<file path="src/rtl/thermal_covert_receiver.sv">
// Thermal covert-channel receiver: windows ring-oscillator edge counts, calibrates a
// cold baseline, then majority-decodes start-framed bytes sent as hot/cold bursts.
module thermal_covert_receiver #(
  parameter int unsigned WINDOW_CYCLES   = 1024,
  parameter int unsigned COUNT_W         = 16,
  parameter int unsigned SAMPLES_PER_BIT = 4,
  parameter int unsigned CAL_WINDOWS     = 4,
  parameter int unsigned MARGIN          = 8,
  parameter int unsigned FRAME_BITS      = 8
) (
  input  logic                  clk,
  input  logic                  reset,
  input  logic                  enable,
  input  logic                  ro_in,
  output logic [FRAME_BITS-1:0] data_out,
  output logic                  data_valid,
  output logic                  frame_error,
  output logic [COUNT_W-1:0]    baseline,
  output logic [COUNT_W-1:0]    sample_count,
  output logic                  busy,
  output logic [7:0]            leds
);

  localparam int unsigned WIN_W    = (WINDOW_CYCLES > 1) ? $clog2(WINDOW_CYCLES) : 1;
  localparam int unsigned CAL_LOG2 = $clog2(CAL_WINDOWS);
  localparam int unsigned CAL_CW   = (CAL_LOG2 > 0) ? CAL_LOG2 : 1;
  localparam int unsigned SUM_W    = COUNT_W + CAL_LOG2;
  localparam int unsigned SUB_W    = (SAMPLES_PER_BIT > 1) ? $clog2(SAMPLES_PER_BIT) : 1;
  localparam int unsigned HOT_W    = $clog2(SAMPLES_PER_BIT + 1);
  localparam int unsigned BIT_W    = (FRAME_BITS > 1) ? $clog2(FRAME_BITS) : 1;

  localparam logic [WIN_W-1:0]   WIN_LAST  = WIN_W'(WINDOW_CYCLES - 1);
  localparam logic [CAL_CW-1:0]  CAL_LAST  = CAL_CW'(CAL_WINDOWS - 1);
  localparam logic [SUB_W-1:0]   SUB_LAST  = SUB_W'(SAMPLES_PER_BIT - 1);
  localparam logic [SUB_W-1:0]   SKIP_LAST = SUB_W'((SAMPLES_PER_BIT > 1) ? SAMPLES_PER_BIT - 2 : 0);
  localparam logic [HOT_W-1:0]   HALF      = HOT_W'(SAMPLES_PER_BIT / 2);
  localparam logic [BIT_W-1:0]   BIT_LAST  = BIT_W'(FRAME_BITS - 1);
  localparam logic [COUNT_W-1:0] MARGIN_C  = COUNT_W'(MARGIN);
  localparam logic [COUNT_W-1:0] COUNT_MAX = '1;

  typedef enum logic [2:0] {
    ST_IDLE      = 3'd0,
    ST_CALIBRATE = 3'd1,
    ST_HUNT      = 3'd2,
    ST_RECEIVE   = 3'd3,
    ST_STOP      = 3'd4
  } state_t;

  function automatic logic [7:0] to_leds(input logic [FRAME_BITS-1:0] d);
    logic [FRAME_BITS+7:0] wide;
    wide = {8'd0, d};
    return wide[7:0];
  endfunction

  state_t                state_r;
  logic                  ro_meta_r, ro_sync_r, ro_prev_r;
  logic [WIN_W-1:0]      win_cnt_r;
  logic [COUNT_W-1:0]    edge_cnt_r;
  logic                  win_done_r;
  logic [SUM_W-1:0]      cal_sum_r;
  logic [CAL_CW-1:0]     cal_cnt_r;
  logic                  found_r;
  logic [SUB_W-1:0]      sub_cnt_r;
  logic [HOT_W-1:0]      hot_cnt_r;
  logic [BIT_W-1:0]      bit_cnt_r;
  logic [FRAME_BITS-1:0] shift_r;
  logic [FRAME_BITS-1:0] data_out_r;
  logic [7:0]            leds_r;
  logic                  data_valid_r, frame_error_r, busy_r;
  logic [COUNT_W-1:0]    baseline_r, sample_count_r;

  logic                  edge_s;
  logic [COUNT_W-1:0]    edge_total_s;
  logic [COUNT_W-1:0]    threshold_s;
  logic                  hot_s;
  logic [HOT_W-1:0]      hot_sum_s;
  logic                  bit_s;
  logic                  sub_last_s;
  logic [SUM_W-1:0]      cal_sum_s;
  logic [FRAME_BITS-1:0] shift_next_s;

  assign data_out     = data_out_r;
  assign data_valid   = data_valid_r;
  assign frame_error  = frame_error_r;
  assign baseline     = baseline_r;
  assign sample_count = sample_count_r;
  assign busy         = busy_r;
  assign leds         = leds_r;

  // Two-flop synchronizer on the RO plus a delay flop for rising-edge detection
  always_ff @(posedge clk or negedge reset) begin
    if (!reset) begin
      ro_meta_r <= 1'b0;
      ro_sync_r <= 1'b0;
      ro_prev_r <= 1'b0;
    end else begin
      ro_meta_r <= ro_in;
      ro_sync_r <= ro_meta_r;
      ro_prev_r <= ro_sync_r;
    end
  end

  // Edge total, hot classification and per-bit majority vote
  always_comb begin
    edge_s       = ro_sync_r & ~ro_prev_r;
    edge_total_s = edge_cnt_r;
    if (edge_s && (edge_cnt_r != COUNT_MAX)) begin
      edge_total_s = edge_cnt_r + COUNT_W'(1);
    end else begin
      edge_total_s = edge_cnt_r;
    end
    threshold_s = '0;
    if (baseline_r > MARGIN_C) begin
      threshold_s = baseline_r - MARGIN_C;
    end else begin
      threshold_s = '0;
    end
    hot_s        = (sample_count_r < threshold_s);
    hot_sum_s    = hot_cnt_r + HOT_W'(hot_s);
    bit_s        = (hot_sum_s > HALF);
    sub_last_s   = (sub_cnt_r == SUB_LAST);
    cal_sum_s    = cal_sum_r + SUM_W'(sample_count_r);
    shift_next_s = (shift_r << 1) | FRAME_BITS'(bit_s);
  end

  // Measurement window: counts RO edges and latches the total at the terminal cycle
  always_ff @(posedge clk or negedge reset) begin
    if (!reset) begin
      win_cnt_r      <= '0;
      edge_cnt_r     <= '0;
      win_done_r     <= 1'b0;
      sample_count_r <= '0;
    end else if (!enable || (state_r == ST_IDLE)) begin
      win_cnt_r  <= '0;
      edge_cnt_r <= '0;
      win_done_r <= 1'b0;
    end else if (win_cnt_r == WIN_LAST) begin
      sample_count_r <= edge_total_s;
      edge_cnt_r     <= '0;
      win_cnt_r      <= '0;
      win_done_r     <= 1'b1;
    end else begin
      edge_cnt_r <= edge_total_s;
      win_cnt_r  <= win_cnt_r + WIN_W'(1);
      win_done_r <= 1'b0;
    end
  end

  // Receiver FSM: calibrate, hunt for the start burst, decode bits, check the stop bit
  always_ff @(posedge clk or negedge reset) begin
    if (!reset) begin
      state_r       <= ST_IDLE;
      cal_sum_r     <= '0;
      cal_cnt_r     <= '0;
      found_r       <= 1'b0;
      sub_cnt_r     <= '0;
      hot_cnt_r     <= '0;
      bit_cnt_r     <= '0;
      shift_r       <= '0;
      data_out_r    <= '0;
      leds_r        <= 8'd0;
      data_valid_r  <= 1'b0;
      frame_error_r <= 1'b0;
      busy_r        <= 1'b0;
      baseline_r    <= '0;
    end else if (!enable) begin
      // data_out/leds deliberately keep the last good frame across a disable
      state_r       <= ST_IDLE;
      cal_sum_r     <= '0;
      cal_cnt_r     <= '0;
      found_r       <= 1'b0;
      sub_cnt_r     <= '0;
      hot_cnt_r     <= '0;
      bit_cnt_r     <= '0;
      shift_r       <= '0;
      data_valid_r  <= 1'b0;
      frame_error_r <= 1'b0;
      busy_r        <= 1'b0;
      baseline_r    <= '0;
    end else begin
      data_valid_r  <= 1'b0;
      frame_error_r <= 1'b0;
      case (state_r)
        ST_IDLE: begin
          state_r   <= ST_CALIBRATE;
          busy_r    <= 1'b1;
          cal_sum_r <= '0;
          cal_cnt_r <= '0;
        end
        ST_CALIBRATE: begin
          if (win_done_r) begin
            if (cal_cnt_r == CAL_LAST) begin
              baseline_r <= COUNT_W'(cal_sum_s >> CAL_LOG2);
              state_r    <= ST_HUNT;
              busy_r     <= 1'b0;
              cal_sum_r  <= '0;
              cal_cnt_r  <= '0;
              found_r    <= 1'b0;
              sub_cnt_r  <= '0;
            end else begin
              cal_sum_r <= cal_sum_s;
              cal_cnt_r <= cal_cnt_r + CAL_CW'(1);
            end
          end
        end
        ST_HUNT: begin
          if (win_done_r) begin
            if (!found_r) begin
              if (hot_s) begin
                sub_cnt_r <= '0;
                if (SAMPLES_PER_BIT == 1) begin
                  state_r   <= ST_RECEIVE;
                  busy_r    <= 1'b1;
                  hot_cnt_r <= '0;
                  bit_cnt_r <= '0;
                end else begin
                  found_r <= 1'b1;
                end
              end
            end else if (sub_cnt_r == SKIP_LAST) begin
              state_r   <= ST_RECEIVE;
              busy_r    <= 1'b1;
              found_r   <= 1'b0;
              sub_cnt_r <= '0;
              hot_cnt_r <= '0;
              bit_cnt_r <= '0;
            end else begin
              sub_cnt_r <= sub_cnt_r + SUB_W'(1);
            end
          end
        end
        ST_RECEIVE: begin
          if (win_done_r) begin
            if (sub_last_s) begin
              shift_r   <= shift_next_s;
              hot_cnt_r <= '0;
              sub_cnt_r <= '0;
              if (bit_cnt_r == BIT_LAST) begin
                state_r   <= ST_STOP;
                bit_cnt_r <= '0;
              end else begin
                bit_cnt_r <= bit_cnt_r + BIT_W'(1);
              end
            end else begin
              sub_cnt_r <= sub_cnt_r + SUB_W'(1);
              hot_cnt_r <= hot_sum_s;
            end
          end
        end
        ST_STOP: begin
          if (win_done_r) begin
            if (sub_last_s) begin
              hot_cnt_r <= '0;
              sub_cnt_r <= '0;
              state_r   <= ST_HUNT;
              busy_r    <= 1'b0;
              if (bit_s) begin
                frame_error_r <= 1'b1;
              end else begin
                data_out_r   <= shift_r;
                leds_r       <= to_leds(shift_r);
                data_valid_r <= 1'b1;
              end
            end else begin
              sub_cnt_r <= sub_cnt_r + SUB_W'(1);
              hot_cnt_r <= hot_sum_s;
            end
          end
        end
        default: begin
          state_r <= ST_IDLE;
          busy_r  <= 1'b0;
        end
      endcase
    end
  end

endmodule
</file>
<file path="config.mk">
export PLATFORM = sky130hd
export DESIGN_NAME = thermal_covert_receiver
export DESIGN_NICKNAME = d
export VERILOG_FILES = /design/src/rtl/thermal_covert_receiver.sv
export SDC_FILE = /design/constraint.sdc
export NUM_CORES = 1
export LEC_CHECK = 0
export ABC_AREA = 1
export BUFFER_PORTS_ARGS = -buffer_cell sky130_fd_sc_hd__buf_4
export CAP_MARGIN = 20
export CORE_UTILIZATION = 30
export DETAILED_ROUTE_END_ITERATION = 8
export HOLD_SLACK_MARGIN = 0.12
export RECOVER_POWER = 50
export SETUP_SLACK_MARGIN = 0.02
export SLEW_MARGIN = 15
export SYNTH_ARGS = -nofsm -noshare
export SYNTH_HDL_FRONTEND = slang
export SYNTH_SLANG_ARGS = --single-unit
</file>
<file path="constraint.sdc">
create_clock -name clk -period 3.4 [get_ports clk]
set_input_delay 0.68 -clock clk [delete_from_list [all_inputs] [get_ports clk]]
set_output_delay 0.68 -clock clk [all_outputs]
set_load 0.005 [all_outputs]
</file>
==> metrics.md, run 1 <==
| Metric | Value |
|---|---|
| Clock sink total | ~110 |
| Largest net degree at the start of global routing | between 60 and 70 |
| CP Max Fanout | 8 |
| Antenna violations before repair | 0 |
| Psw | roughly 2.5 mW |
| Run status | finished with violations |
| Vias per cell | between 4 and 5 |
| P&R area growth vs syn | 25.7% |
| Clock Pin Slew Worst Setup and Hold Paths | ~50 ps |
| Warnings, synthesis | 0 |
| Unique masters post-synth | 48 |
| Post-layout min period | 3510 ps |
| Routability cong. | about 0.9 |
| Peak supply drop | between 300 and 400 µV |
| Clock latency on the worst-skew pair | about 420 ps |
| Iteration-0 DRC Markers | 269 |
| Dominant synthesized flop cell | dfrtp_1 |
| First-pass GRT wire length | 25700 µm |
| Layout cells sized above 1 | 0.248 |
| Stages on worst setup path | 26 |
| Seq pwr share | 0.253 |
| Post-route antenna net violation count | 0 |
| Fin area | about 8000 µm² |
| Crit share post-route | 1.03 |
| Pre-antenna DRT Iters | 5 |
| Final setup fails | 10 |
| Worst hold-check path type | reg2reg |
| DIE AREA | approximately 22000 µm² |
| Core ar. | roughly 21000 µm² |
| GRT Total Usage | 0.147 |
| Comb power frac | 0.460 |
| Fillers | roughly 2100 |
| P_int | between 4 and 5 mW |
| Number of buffers added on ports | 54 |
| Clock power share | 0.287 |
| Rows | 53 |
| Final Skew | between 9 and 10 ps |
| Reg2reg setup slack | -110 ps |
| Fmax | 0.285 GHz |
| Nets@finish | approximately 900 |
| Reg2reg path depth | 26 |
| Die Ht | between 100 and 150 µm |
| Total wire length | 15200 µm |
| Worst-margin pin slew | 1670 ps |
| Root Buffer | clkbuf_16 |
| H-tree depth | 4 |
| Leakage | about 3.8 nW |
| WP data arrival | ~3900 ps |
| Max-Slew Margin vs Limit | -0.112 |
| Crit path buf inv count | 6 |
| Final number of hold-violating endpoints | 0 |
| Setup WS post-layout | -108 ps |
| Total power | 6.65 mW |
| Cell Area, Placed | 7290 µm² |
| Routed length per instance | 13.3 µm |
| Vias | roughly 5400 |
| Mean Syn Cell Area | approximately 8.5 µm² |
| Nature of the critical path startpoint | flip-flop |
| Sw frac | 0.376 |
| Sequential area share after synthesis | 0.436 |
| Hold Worst Slack | between 300 and 400 ps |
| Worst path slowest cell | dfrtp_1 |
| Violated checks | capacitance limit, slew limit, setup timing |
| CTS Hold Bufs | 0 |
| RSZ-0062 raised after global routing | true |
| TritonCTS buffer count | 17 |
| Dpl hpwl | ~11000 µm |
| Ranking of synthesized cells by area | dfrtp_1, nand2_1, ha_1 |
| Initial core utilization | 0.307 |
| N_diodes | 0 |
| Total of max-cap violations | 1 |
| Die Width | between 100 and 150 µm |
| Syn nets | 815 |
| FF-to-FF Start | baseline[3]$_DFFE_PN0P_ |
| Critical Path End Type | flip-flop |
| Worst Setup SP | baseline[3]$_DFFE_PN0P_ |
| Slew Viols, Final | 65 |
| Crit Path Class | reg2reg |
| Residual DRC | 0 |
| Family with the most delay on the worst path | simple AND/OR/NAND/NOR gates |
| Top Ports | 55 |
| CTS tree | yes |
| GRT overflow | 0 |
| EDFF count, synth | 0 |
| #FFs+latches synth | roughly 110 |
| Post-Syn Instances | about 770 |
| Mapped Area | roughly 6500 µm² |
| Area leader, netlist | dfrtp_1 |
| Crit path required time | between 3000 and 4000 ps |
| Non-filler instance count after layout | roughly 1100 |
| Top-area cell type share of the netlist area | 0.436 |
| Worst Hold Depth | 0 |
| Dpl cells | between 1000 and 1500 |
| Synth async-reset ratio | 1.00 |
| CTS Buffer Depth | 2 |
| CP peak stage delay | 380 ps |
| Vias in the first global route | 5298 |
| Hold_sp | ro_meta_r$_DFF_PN0_ |
| Pwr dens | a little over 800 nW/µm² |
-- power by group through the flow --
stage,sequential (mW),combinational [mW],clock (mW)
after global placement,1.69,2.48,0
after detailed placement,1.69,2.51,0
after floorplan,1.68,1.71,0
after global routing,1.71,3.43,2.01
after CTS,1.68,2.78,1.94
final,1.68,3.06,1.91
-- cell usage after synthesis, types with 3 or more instances --
master,count
a21oi_1,33
buf_2,5
buf_4,10
buf_6,4
dfrtp_1,113
ha_1,43
inv_1,61
inv_2,20
nand2_1,158
nand2_2,8
nand3_1,60
nand4_1,8
nor2_1,72
nor2_2,8
nor2_4,4
nor3_1,9
nor3_2,4
o21a_1,3
o21ai_0,22
o21ai_1,35
o21ai_2,14
o21bai_1,4
o22ai_1,8
o31ai_1,3
xnor2_1,11
xor2_1,18
-- path summary, 6_finish.rpt --
path | end
min in group asynchronous | leds[3]$_DFFE_PN0P_
setup / recovery | leds[7]$_DFFE_PN0P_
hold / removal | ro_sync_r$_DFF_PN0_
max in group asynchronous | cal_sum_r[13]$_DFFE_PN0P_
setup reg to reg | leds[7]$_DFFE_PN0P_
hold reg to reg | ro_sync_r$_DFF_PN0_
-- routing by layer --
metal  wire length (µm)  share of wire  GRT usage  up-vias
met2               7160           0.47      0.233       89
li1                   -              -          -     2714
met1               7280           0.48      0.192     2546
met5                  0              0          0        -
met3                508          0.033     0.0367       22
met4                256          0.017     0.0587        0
-- repair_timing --
action	4_1_cts	5_1_grt
setup buffers	8	4
setup endpoints to repair	12	12
gates resized for setup	18	21
pin swaps	4	7
cloned	1	0
-- sequential cells by signal, summed over array words and instances, names as in the netlist, 2 cells and up --
| name | count |
|---|---|
| baseline | 16 |
| bit_cnt_r | 3 |
| cal_cnt_r | 2 |
| cal_sum_r | 18 |
| edge_cnt_r | 16 |
| hot_cnt_r | 3 |
| leds | 8 |
| sample_count | 16 |
| shift_r | 8 |
| state_r | 3 |
| sub_cnt_r | 2 |
| win_cnt_r | 10 |
-- cell families after synthesis --
family          Yosys count  synth area share
flops                   113             0.436
mux                       1           0.00154
buf+inv                 104            0.0720
simple gates            339             0.237
fa+ha+maj                44            0.0861
compound gates          137             0.129
xor+xnor                 29            0.0392
-- through the flow --
stage	setup WS [ps]	TNS [ps]	util
final	-108	-886	0.387
after global routing	-420	-4180	0.387
after CTS	-110	-878	0.382
after detailed placement	-248	-2090	0.346
after global placement	-153	-1260	0.346
after floorplan	25.3	0	-
-- placed cells by master, fill, tap and decap left out, types with 5 or more instances in the layout --
| cell | n |
|---|---|
| xnor2_1 | 10 |
| ha_1 | 38 |
| nand2_2 | 7 |
| ha_4 | 5 |
| nor3_1 | 7 |
| nor2_2 | 10 |
| nor2_4 | 6 |
| nand4_1 | 8 |
| inv_1 | 57 |
| nand3_1 | 58 |
| buf_4 | 71 |
| nor2_1 | 68 |
| o22ai_1 | 8 |
| clkbuf_4 | 12 |
| clkinvlp_4 | 6 |
| nor3_2 | 6 |
| a21oi_1 | 28 |
| o21ai_2 | 17 |
| nand2_1 | 156 |
| o21ai_0 | 20 |
| inv_2 | 23 |
| dfrtp_1 | 113 |
| o21ai_1 | 34 |
| clkbuf_16 | 17 |
| a21oi_2 | 6 |
| xor2_1 | 18 |
-- cell type report --
| class | instances | area, µm² | area share |
|---|---|---|---|
| clock inverters | 13 | 185 | 0.0227 |
| flip-flops and latches | 113 | 2830 | 0.347 |
| multi-input cells | 550 | 3350 | 0.411 |
| well taps | 275 | 344 | 0.0422 |
| inverters | 83 | 317 | 0.0388 |
| repair inverters | 1 | 7.51 | 0.000921 |
| clock buffers | 19 | 453 | 0.0556 |
| repair buffers | 88 | 667 | 0.0818 |
(Power assumes the default switching activity.)
==> inputs of run 2 (changes only) <==
Clock period 3.4 ns to 2.8 ns, I/O delays scaled along.
==> run 2 against run 1 <==
Compared with the run above:
- the flow finishes with violations (setup timing)
- sequential power rose by 20%
- global-route usage increased by 0.29 points
- design area increased by 2.2%
- sequential share of layout area shrank 0.76 points
- register-to-register slack worse by 550 ps
- hold slack got worse by 66 ps
- setup slack lost 550 ps
- power up 24%
- fmax increased by 1.3%
- clock skew is 4.3 ps higher
- critical path type unchanged
==> metrics.md, run 2 (synthesized netlist as in run 1, its figures left out) <==
| Metric | Value |
|---|---|
| Comb power frac | 0.486 (was 0.460) |
| Run status | finished with violations (unchanged) |
| Vias | 5478 (was 5371) |
| Peak supply drop | 505 µV (was 356 µV) |
| Pre-antenna DRT Iters | 5 (unchanged) |
| Crit path required time | 3110 ps (was 3740 ps) |
| Leakage | 3.99 nW (was 3.84 nW) |
| Max-Slew Margin vs Limit | 0.0854 (was -0.112) |
| Final setup fails | 16 (was 10) |
| Largest Register | cal_sum_r (unchanged) |
| Clock Pin Slew Worst Setup and Hold Paths | 60 ps (was 50 ps) |
| Residual DRC | 0 (unchanged) |
| Routability cong. | 0.876 (was 0.882) |
| Sw frac | 0.377 (was 0.376) |
| Dpl hpwl | 11700 µm (was 11100 µm) |
| Largest register FFs | 18 (unchanged) |
| Reg2reg setup slack | -660 ps (was -110 ps) |
| Layout cells sized above 1 | 0.268 (was 0.248) |
| Antenna violations before repair | 0 (unchanged) |
| Post-layout util | 0.395 (was 0.387) |
| FF-to-FF Start | baseline[3]$_DFFE_PN0P_ (unchanged) |
| Pwr dens | 992 nW/µm² (was 816 nW/µm²) |
| Vias per cell | 4.68 (was 4.70) |
| Vias in the first global route | 5298 (unchanged) |
| WHS Endpoint | ro_meta_r$_DFF_PN0_ (was ro_sync_r$_DFF_PN0_) |
| Reg-to-reg endpoint | shift_r[0]$_DFFE_PN0P_ (was leds[7]$_DFFE_PN0P_) |
| Fillers | 2093 (was 2127) |
| Violated checks | setup timing (was capacitance limit, slew limit, setup timing) |
| RSZ-0062 raised after global routing | true (unchanged) |
| Hold_sp | ro_in (was ro_meta_r$_DFF_PN0_) |
| GRT overflow | 0 (unchanged) |
| Post-layout min period | 3460 ps (was 3510 ps) |
| Most common cell after layout, fill and taps aside | nand2_1 (unchanged) |
| Clock latency on the worst-skew pair | 420 ps (about the same) |
| Routed length per instance | 13.4 µm (was 13.3 µm) |
| Psw | 3.12 mW (was 2.50 mW) |
| Total of max-cap violations | 0 (was 1) |
| Total power | 8.27 mW (was 6.65 mW) |
| Non-filler instance count after layout | 1171 (was 1142) |
| Worst hold-check path type | in2reg (was reg2reg) |
| Post-route antenna net violation count | 0 (unchanged) |
| Setup WS post-layout | -662 ps (was -108 ps) |
| Dpl cells | 1131 (was 1097) |
| WP data arrival | 3770 ps (was 3850 ps) |
| Slew Viols, Final | 0 (was 65) |
| Worst-margin pin slew | 1370 ps (was 1670 ps) |
| Die Width | 149 µm (unchanged) |
| Clock power share | 0.269 (was 0.287) |
| Largest net degree at the start of global routing | 56 (was 65) |
| GRT Total Usage | 0.150 (was 0.147) |
| Nature of the critical path startpoint | flip-flop (unchanged) |
| CP peak stage delay | 380 ps (about the same) |
| Clock sink total | 113 (unchanged) |
| Critical Path End Type | flip-flop (unchanged) |
| Fmax | 0.289 GHz (was 0.285 GHz) |
| Commonest cells after routing, fill and taps aside | nand2_1, dfrtp_1, buf_4, nor2_1, nand3_1 (unchanged) |
| Worst Hold Depth | 1 (was 0) |
| Top Ports | 55 (unchanged) |
| P&R area growth vs syn | 28.5% (was 25.7%) |
| P_int | 5.15 mW (was 4.15 mW) |
| H-tree depth | 4 (unchanged) |
| Final Skew | 14.0 ps (was 9.70 ps) |
| Root Buffer | clkbuf_16 (unchanged) |
| Crit share post-route | 1.24 (was 1.03) |
| First-pass GRT wire length | 26100 µm (was 25700 µm) |
| Core ar. | 21100 µm² (unchanged) |
| CTS Buffer Depth | 2 (unchanged) |
| CTS tree | yes (unchanged) |
| Final number of hold-violating endpoints | 0 (unchanged) |
| Total wire length | 15600 µm (was 15200 µm) |
| Crit Path Class | reg2reg (unchanged) |
| Worst path slowest cell | dfrtp_1 (unchanged) |
| DIE AREA | 22200 µm² (unchanged) |
| CP Max Fanout | 4 (was 8) |
| TritonCTS buffer count | 17 (unchanged) |
| Initial core utilization | 0.307 (unchanged) |
| Iteration-0 DRC Markers | 409 (was 269) |
| Die Ht | 149 µm (unchanged) |
| Nets@finish | 931 (was 902) |
| Number of buffers added on ports | 54 (unchanged) |
| Seq pwr share | 0.245 (was 0.253) |
| Rows | 53 (unchanged) |
| Reg2reg path depth | 27 (was 26) |
| N_diodes | 0 (unchanged) |
==> run 2: how the worst max path moves through the flow <==
stage / startpoint / to / slack [ps] / depth (start not counted)
3_5_place_dp: baseline[4]$_DFFE_PN0P_ / leds[2]$_DFFE_PN0P_ / -800 / 27
2_1_floorplan: baseline[3]$_DFFE_PN0P_ / leds[5]$_DFFE_PN0P_ / -500 / 28
5_1_grt: baseline[3]$_DFFE_PN0P_ / leds[7]$_DFFE_PN0P_ / -900 / 27
4_1_cts: baseline[3]$_DFFE_PN0P_ / leds[2]$_DFFE_PN0P_ / -660 / 27
6_report: baseline[3]$_DFFE_PN0P_ / shift_r[0]$_DFFE_PN0P_ / -660 / 27
3_3_place_gp: baseline[4]$_DFFE_PN0P_ / leds[4]$_DFFE_PN0P_ / -680 / 27
==> run 2: power by group through the flow <==
| stage | Combinational (mW) | Sequential [mW] | Clock [mW] |
|---|---|---|---|
| 5_1_grt | 4.46 | 2.06 | 2.33 |
| 3_5_place_dp | 3.43 | 2.04 | 0 |
| 4_1_cts | 3.73 | 2.02 | 2.26 |
| 6_report | 4.02 | 2.02 | 2.22 |
| 3_3_place_gp | 3.37 | 2.04 | 0 |
| 2_1_floorplan | 2.14 | 2.04 | 0 |
==> run 2: area by class of cell <==
type | instances | area [µm²] | share of cell area
flip-flops and latches | 113 | 2830 | 0.339
inverters | 83 | 319 | 0.0383
repair buffers | 118 | 883 | 0.106
clock inverters | 9 | 130 | 0.0156
clock buffers | 23 | 478 | 0.0573
multi-input cells | 550 | 3350 | 0.402
well taps | 275 | 344 | 0.0413
==> run 2: worst max-delay path, delay by kind of cell (launching register included) <==
| family | cells | cell delay, ps |
|---|---|---|
| and+or+nand+nor | 10 | 910 |
| adders and majority gates | 4 | 780 |
| DFF | 1 | 380 |
| AOI/OAI and AO/OA | 5 | 550 |
| buffers and inverters | 7 | 570 |
| xor gates and xnor gates | 1 | 160 |
==> run 2: stage by stage <==
step | cell area [µm²] | worst slack (ps) | hold WS [ps] | TNS, ps
3_3_place_gp | 7590 | -682 | 337 | -7790
3_5_place_dp | 7590 | -797 | 342 | -9220
6_report | 8330 | -662 | 280 | -7800
4_1_cts | 8310 | -665 | 244 | -8300
2_1_floorplan | 6550 | -496 | 264 | -4530
5_1_grt | 8330 | -901 | 271 | -11680
==> run 2: routing by layer <==
layer	vias up	track usage	share of wire
li1	2787	-	-
met1	2555	0.204	0.49
met2	115	0.235	0.45
met3	21	0.0355	0.052
met4	0	0.0480	0.015
met5	-	0	0
==> run 2: timing repair <==
item / in CTS / in global routing
buffers inserted: 9 / 4
pin swaps: 2 / 9
endpoints found under the setup margin: 16 / 17
endpoints found under the hold margin: 9 / 0
gates resized for setup: 15 / 22
hold buffers: 1 / 0
